--- src/rtl/ports_slice.sv ---
// ports_slice: per-channel 2-entry skid buffer with fully registered outputs
// and a saturating transfer counter per channel.
module ports_slice #(
    parameter int unsigned NUM_CH    = 4,
    parameter int unsigned CTRL_BITS = 8,
    parameter int unsigned DATA_BITS = 32,
    parameter int unsigned CNT_BITS  = 16
) (
    input  logic                          clk,
    input  logic                          rst_n,
    input  logic [NUM_CH-1:0]             s__valid,
    output logic [NUM_CH-1:0]             s__ready,
    input  logic [NUM_CH*CTRL_BITS-1:0]   s__ctrl,
    input  logic [NUM_CH*DATA_BITS-1:0]   s__data,
    output logic [NUM_CH-1:0]             t__valid,
    input  logic [NUM_CH-1:0]             t__ready,
    output logic [NUM_CH*CTRL_BITS-1:0]   t__ctrl,
    output logic [NUM_CH*DATA_BITS-1:0]   t__data,
    input  logic                          clr,
    output logic [NUM_CH*CNT_BITS-1:0]    xfer_cnt
);

    localparam logic [CNT_BITS-1:0] CNT_MAX = '1;

    typedef enum logic [1:0] {
        ST_EMPTY = 2'd0,
        ST_ONE   = 2'd1,
        ST_TWO   = 2'd2
    } state_e;

    for (genvar g = 0; g < NUM_CH; g++) begin : g_ch
        state_e                 state_q, state_d;
        logic [CTRL_BITS-1:0]   main_ctrl_q, main_ctrl_d;
        logic [DATA_BITS-1:0]   main_data_q, main_data_d;
        logic [CTRL_BITS-1:0]   skid_ctrl_q, skid_ctrl_d;
        logic [DATA_BITS-1:0]   skid_data_q, skid_data_d;
        logic                   valid_q, valid_d;
        logic                   ready_q, ready_d;
        logic [CNT_BITS-1:0]    cnt_q, cnt_d;
        logic                   push_c, pop_c;
        logic [CTRL_BITS-1:0]   in_ctrl_c;
        logic [DATA_BITS-1:0]   in_data_c;

        assign in_ctrl_c = s__ctrl[g*CTRL_BITS +: CTRL_BITS];
        assign in_data_c = s__data[g*DATA_BITS +: DATA_BITS];
        assign push_c    = s__valid[g] & ready_q;
        assign pop_c     = valid_q & t__ready[g];

        // Next-state, storage moves, registered handshake outputs and counter
        always_comb begin
            state_d     = state_q;
            main_ctrl_d = main_ctrl_q;
            main_data_d = main_data_q;
            skid_ctrl_d = skid_ctrl_q;
            skid_data_d = skid_data_q;
            cnt_d       = cnt_q;

            case (state_q)
                ST_EMPTY: begin
                    if (push_c) begin
                        state_d     = ST_ONE;
                        main_ctrl_d = in_ctrl_c;
                        main_data_d = in_data_c;
                    end
                end
                ST_ONE: begin
                    if (push_c && pop_c) begin
                        main_ctrl_d = in_ctrl_c;
                        main_data_d = in_data_c;
                    end else if (push_c) begin
                        state_d     = ST_TWO;
                        skid_ctrl_d = in_ctrl_c;
                        skid_data_d = in_data_c;
                    end else if (pop_c) begin
                        state_d = ST_EMPTY;
                    end
                end
                ST_TWO: begin
                    if (pop_c) begin
                        state_d     = ST_ONE;
                        main_ctrl_d = skid_ctrl_q;
                        main_data_d = skid_data_q;
                    end
                end
                default: state_d = ST_EMPTY;
            endcase

            // Handshake outputs are precomputed from the next state so they come straight from flops
            valid_d = (state_d != ST_EMPTY);
            ready_d = (state_d != ST_TWO);

            if (clr) begin
                cnt_d = '0;
            end else if (pop_c && (cnt_q != CNT_MAX)) begin
                cnt_d = cnt_q + CNT_BITS'(1);
            end
        end

        // State and datapath registers; ready_q stays low until the first edge after reset
        always_ff @(posedge clk or negedge rst_n) begin
            if (!rst_n) begin
                state_q     <= ST_EMPTY;
                main_ctrl_q <= '0;
                main_data_q <= '0;
                skid_ctrl_q <= '0;
                skid_data_q <= '0;
                valid_q     <= 1'b0;
                ready_q     <= 1'b0;
                cnt_q       <= '0;
            end else begin
                state_q     <= state_d;
                main_ctrl_q <= main_ctrl_d;
                main_data_q <= main_data_d;
                skid_ctrl_q <= skid_ctrl_d;
                skid_data_q <= skid_data_d;
                valid_q     <= valid_d;
                ready_q     <= ready_d;
                cnt_q       <= cnt_d;
            end
        end

        assign s__ready[g]                         = ready_q;
        assign t__valid[g]                         = valid_q;
        assign t__ctrl[g*CTRL_BITS +: CTRL_BITS]   = main_ctrl_q;
        assign t__data[g*DATA_BITS +: DATA_BITS]   = main_data_q;
        assign xfer_cnt[g*CNT_BITS +: CNT_BITS]    = cnt_q;
    end

endmodule
--- config.mk ---
export PLATFORM = sky130hd
export DESIGN_NAME = ports_slice
export DESIGN_NICKNAME = d
export VERILOG_FILES = /design/src/rtl/ports_slice.sv
export SDC_FILE = /design/constraint.sdc
export NUM_CORES = 1
export LEC_CHECK = 0
export BUFFER_PORTS_ARGS = -buffer_cell sky130_fd_sc_hd__buf_4
export CORE_UTILIZATION = 45
export DETAILED_ROUTE_END_ITERATION = 6
export PLACE_DENSITY_LB_ADDON = 0.15
export SYNTH_ARGS = -nofsm -noshare
export SYNTH_HDL_FRONTEND = slang
export SYNTH_SLANG_ARGS = --single-unit
--- constraint.sdc ---
create_clock -name clk -period 4.11 [get_ports clk]
set_input_delay 0.6165 -clock clk [delete_from_list [all_inputs] [get_ports clk]]
set_output_delay 0.6165 -clock clk [all_outputs]
set_load 0.05 [all_outputs]
==> impl_metrics.yaml, run 1 <==
run_status:
  status: "completed"
grt:
  grt.overflow.total: 0
  grt_usage_pct: 20.6
  grt_pass1_wl_mm: 64.4
  antenna_found_initial: 0
  grt_max_degree: 85
  grt_pass1_vias: 12100
die:
  coreArea_um2: 37900
  fp.dieH_um: 199
  fp.dieW_um: 199
  dieArea_um2: 39700
  num_io_pins: 403
  num_rows: 71
  start_util_pct: 46.1
route:
  avgRoutedWirePerCell_um: 17.1
  viasPerCell: 5.12
  drt-initial-drc-count: 440
  drt-total-wl_mm: 41.2
  vias: 12300
  drc: 0
  first_pass_iters: 4
  ant_nets: 0
setup_path:
  worstPathRequired_ns: 4.59
  worstSetupEndpointType: "register"
  worstPathArrival_ns: 3.03
  cp_top_family: "compound AO/OA/AOI/OAI gates"
  critical-path-slowest-cell: "o31ai_4"
  cp_cell_sequence: "nand2_1, and2_1, o31ai_4, buf_4, nor2_1, a21oi_1"
  max_stage_delay_ns: 0.88
  worst-path-max-fanout: 52
  critPathLaunchType: "register"
  crit_type: "register to register"
  timing.critical_path.buf_inv: 1
sta:
  drv_slew: 0
  setup-violations-final: 0
  hold_viol: 0
  fin_skew_ns: 0.00911
  fin_crit_ns: 2.55
  slew_headroom_pct: 27.2
  rsz0062_at_grt: "false"
  tightest_slew_ns: 1.09
  tns_ns: 0
  min_period_over_period_pct: 62.1
  fmax_ghz: 0.392
synth:
  ys_top_cells_by_count: "dfrtp_1 (400), mux2i_1 (165), mux2_2 (163), nand2_1 (156), nor2_1 (102)"
  yosys_register_bits: 400
  synth_most_common_cell: "dfrtp_1"
  synth_area_per_cell_um2: 11.8
  synthAdderAreaFrac_pct: 0.286
  synthSimpleGateAreaFrac_pct: 10.2
  synth_xor_area_share_pct: 2.05
  async_flop_share_pct: 100
  synth_flop_cell: "dfrtp_1"
  synth.top_cell.area_share_pct: 57.2
  synth_compound_area_share_pct: 7.45
  yosysSeqAreaShare_pct: 57.2
  synth_mux_area_share_pct: 19.9
  syn-instance-count: 1480
  yosys_warnings: 0
  ys_types: 63
  syn-num-nets: 1655
  synth_area_leaders: "dfrtp_1 (57%), mux2_2 (10%), mux2i_1 (9.4%), nand2_1 (3.3%), o21ai_1 (2.4%)"
  synth_top_family_by_area: "multiplexers"
  synth_edf_count: 0
  synth_area_leader_cell: "dfrtp_1"
  syn-cell-area_um2: 17500
final_layout:
  area_growth_syn_to_layout_pct: 28.9
  multi_input_area_um2: 7070
  nets: 2035
  ff_latch_area_um2: 10000
  n_antenna_cell: 0
  fillerInstances: 3178
  final_layout_size_suffix_gt1_share_pct: 36.6
clock_network:
  cts_tree: "done"
  cts_hold_buf: 0
  clk_latency_ns: 0.55
  post_cts_resized: 0
  cts-htree-levels: 2
  numClockSinks: 400
  clk_pin_slew_ns: 0.06
  post_cts_buffers: 0
  numCtsBuffers: 44
  cts_max_path_buffers: 3
  root_buffer: "clkbuf_16"
pwr:
  swShare_pct: 40.5
  p_per_area_nw_per_um2: 824
  seqPwrFrac_pct: 35.2
  p_int_mw: 11.1
  p_sw_mw: 7.52
  vdd.ir_drop.worst_uv: 518
  p_total_mw: 18.6
  p_clk_share_pct: 22.5
  p_comb_share_pct: 42.3
  leakage_nw: 10.2
run:
  cap_violations: 0
placement:
  gp_congestion: 0.782
  hpwl_mm: 28.3
  port_buffers: 402
worst_hold_path:
  min_path_type: "input pin to async pin"
logic make-up after synthesis:
family | Yosys count
and+or+nand+nor | 374
adders and majority gates | 4
AOI/OAI and AO/OA | 231
xor gates and xnor gates | 41
muxes | 328
buffers and inverters | 102
DFF | 400
metrics by stage:
step                      utilization, %  hold WS, ns  worst slack [ns]  cell area, um2  cells
after floorplan                        -        0.321              2.14           17500   1480
final                               59.4       0.0651              1.56           22500   2402
after global routing                59.4        0.101              1.29           22500   2402
after global placement              55.4        0.464              1.34           21000   2325
after CTS                           59.4       0.0808              1.54           22500   2402
after detailed placement            55.4        0.475              1.21           21000   2325
layer usage:
layer  GRT usage (%)  routed length, um  up-vias
li1                -                  -     5941
met1            26.2              17200     6011
met2            32.7              19500      290
met3            7.90               3640       58
met4            5.58                857        0
met5               0                  0        -
sequential cells by signal, summed over array words and instances (netlist names):
signal / cells
g_ch.main_ctrl_q: 32
g_ch.cnt_q: 64
g_ch.main_data_q: 128
g_ch.skid_ctrl_q: 32
g_ch.ready_q: 4
g_ch.skid_data_q: 128
g_ch.valid_q: 4
g_ch.state_q: 8
final cells by class:
cell class / instances / area share (%)
clock buffers: 64 / 5.89
clock inverters: 13 / 0.955
inverters: 12 / 0.200
multi-input cells: 978 / 31.3
flip-flops and latches: 400 / 44.4
well taps: 511 / 2.84
repair buffers: 424 / 14.4
worst register-to-register path: cells and delay by family, from the launching register on:
| family | cells | cell delay [ns] |
|---|---|---|
| compound gates | 2 | 1.00 |
| buf+inv | 1 | 0.59 |
| simple gates | 3 | 0.53 |
| flops | 1 | 0.36 |
power by group through the flow:
stage	clock network (mW)	logic (mW)	registers, mW
after CTS	4.30	7.95	6.55
final	4.17	7.86	6.54
after global routing	4.44	8.40	6.75
after detailed placement	0	7.94	6.60
after global placement	0	7.80	6.53
after floorplan	0	3.10	9.10
cell usage in the layout (no fill, tap or decap), drive strengths merged, types with 4 or more instances in the layout:
master  netlist  routed
a211oi        5       5
a21o          4       4
clkinv        0       7
nor2b         6       6
nor2        102     102
nand3b        4       4
and3          6       6
nand3        18      18
and4          8       8
nor3         12      12
or3           5       5
buf          70     424
o21ai       127     127
inv          12      12
mux2        163     163
a21oi        70      70
xor2         19      19
mux2i       165     165
and2          8       8
dfrtp       400     400
nor4          9       9
bufinv        0       6
clkbuf       20      64
nand2       156     156
xnor2        22      22
nand4        26      26
o22ai         4       4
ha            4       4
final timing paths:
| path | start | end | slack (ns) | cells past startpoint |
|---|---|---|---|---|
| worst max-delay path | g_ch[3].valid_q | g_ch[3].main_data_q[7] | 1.56 | 6 |
| min in group clk | s__data[10] | g_ch[0].skid_data_q[10] | 0.30 | 2 |
| worst min-delay path | rst_n | g_ch[1].main_ctrl_q[7] | 0.07 | 1 |
| worst min register to register | g_ch[1].main_ctrl_q[2] | g_ch[1].main_ctrl_q[2] | 0.48 | 2 |
| worst max register to register | g_ch[3].valid_q | g_ch[3].main_data_q[7] | 1.56 | 6 |
| max in group asynchronous | rst_n | g_ch[1].main_data_q[16] | 2.99 | 3 |
(Power assumes the default switching activity.)
==> inputs of run 2 (changes only) <==
- clock period: 4.11 -> 2.3 ns (I/O delays scaled with it)
==> run 2 against run 1 <==
Against the previous run:
- global-route usage increased by 0.46 points
- worst setup slack worse by 1.2 ns
- clock power rose by 65%
- sequential power increased by 79%
- non-clock buffer count rose by 72
- critical path depth is the same
==> impl_metrics.yaml, run 2 (synthesis results as in run 1) <==
run_status:
  status: "completed"
final_layout:
  mostFrequentLayoutCells: "buf_4 (417), dfrtp_1 (400), mux2i_1 (165)"
  top_regs: "g_ch.main_data_q (128), g_ch.skid_data_q (128), g_ch.cnt_q (64)"
  final_layout_size_suffix_gt1_share_pct: 35.4
  final_common_cell: "buf_4"
  fin_util_pct: 61.2
  nets: 2107
  area_growth_syn_to_layout_pct: 32.8
  n_antenna_cell: 0
route:
  avgRoutedWirePerCell_um: 16.9
  viasPerCell: 5.11
  drc: 0
  first_pass_iters: 4
  ant_nets: 0
  drt-initial-drc-count: 407
  drt-total-wl_mm: 41.8
  vias: 12700
worst_hold_path:
  min_path_type: "input pin to register"
  min-delay-start: "s__ctrl[18]"
grt:
  grt_pass1_wl_mm: 66.1
  grt_usage_pct: 21.0
  grt_pass1_vias: 12600
  grt.overflow.total: 0
  grt_max_degree: 81
  antenna_found_initial: 0
clock_network:
  clk_pin_slew_ns: 0.06
  post_cts_buffers: 0
  numClockSinks: 400
  clk_latency_ns: 0.56
  cts_tree: "done"
  cts_max_path_buffers: 3
  numCtsBuffers: 44
  cts-htree-levels: 2
  root_buffer: "clkbuf_16"
setup_path:
  worstSetupEndpointType: "register"
  max_stage_delay_ns: 0.44
  worst-path-max-fanout: 5
  crit_type: "register to register"
  timing.critical_path.buf_inv: 0
  cp_cell_sequence: "ha_1, nand3_1, nor2_1, o2111ai_1, or3_1, a21oi_1"
  cp-startpoint: "g_ch[0].cnt_q[0]"
  critPathLaunchType: "register"
  cp_top_family: "simple AND/OR/NAND/NOR gates"
  worstPathArrival_ns: 2.39
  critical-path-slowest-cell: "dfrtp_1"
  timing.rr.start: "g_ch[0].cnt_q[0]"
  worstPathRequired_ns: 2.77
sta:
  hold_ws_ns: 0.0318
  tns_ns: 0
  fmax_ghz: 0.523
  fin_skew_ns: 0.0194
  setup-violations-final: 0
  min_period_over_period_pct: 83.2
  slew_headroom_pct: 65.8
  fin_crit_ns: 1.91
  rsz0062_at_grt: "false"
  drv_slew: 0
  setup_ws_ns: 0.386
  hold_viol: 0
  tightest_slew_ns: 0.514
placement:
  hpwl_mm: 28.6
  port_buffers: 402
  dp_slack_ns: 0.407
  gp_congestion: 0.785
die:
  dieArea_um2: 39700
  fp.dieH_um: 199
  start_util_pct: 46.1
  num_io_pins: 403
  coreArea_um2: 37900
  num_rows: 71
  fp.dieW_um: 199
pwr:
  leakage_nw: 10.5
  p_per_area_nw_per_um2: 1410
  vdd.ir_drop.worst_uv: 803
run:
  cap_violations: 0
## run 2: layout make-up
cell class | instances | area (um2)
well taps | 511 | 639
repair buffers | 496 | 4070
multi-input cells | 978 | 7070
clock inverters | 14 | 130
flip-flops and latches | 400 | 10000
clock buffers | 66 | 1270
inverters | 12 | 45.0
fillers | 3142 | 14700
## run 2: per-stage QoR
step           instance area [um2]  cells  total power, mW
2_1_floorplan                17500   1480             21.8
3_3_place_gp                 21200   2333             25.8
3_5_place_dp                 21200   2333             26.2
4_1_cts                      23200   2477             33.2
5_1_grt                      23200   2477             34.7
6_report                     23200   2477             32.9
## run 2: per-layer routing
| metal | vias up | global-route usage [%] | wire length [um] |
|---|---|---|---|
| met4 | 0 | 7.75 | 1180 |
| met2 | 291 | 33.7 | 19500 |
| met3 | 70 | 7.19 | 3430 |
| li1 | 6106 | - | - |
| met5 | - | 0 | 0 |
| met1 | 6186 | 26.3 | 17700 |
## run 2: path summary, 6_finish.rpt
path	end	depth (start not counted)	slack [ns]
max	g_ch[0].cnt_q[14]	6	0.39
min	g_ch[2].skid_ctrl_q[2]	2	0.03
max reg2reg	g_ch[0].cnt_q[14]	6	0.39
min reg2reg	g_ch[2].main_data_q[2]	2	0.48
max in group asynchronous	g_ch[3].main_data_q[9]	3	1.22
min in group asynchronous	g_ch[1].main_ctrl_q[7]	2	0.31
## run 2: timing repair
action	in CTS	in global routing
hold buffers	64	0
resized for setup	0	0
hold endpoints to repair	105	0
## run 2: power breakdown
part	total (mW)	internal, mW	switching, mW
Clock	6.86	4.06	2.81
Combinational	14.3	5.27	9.07
Sequential	11.7	10.0	1.63
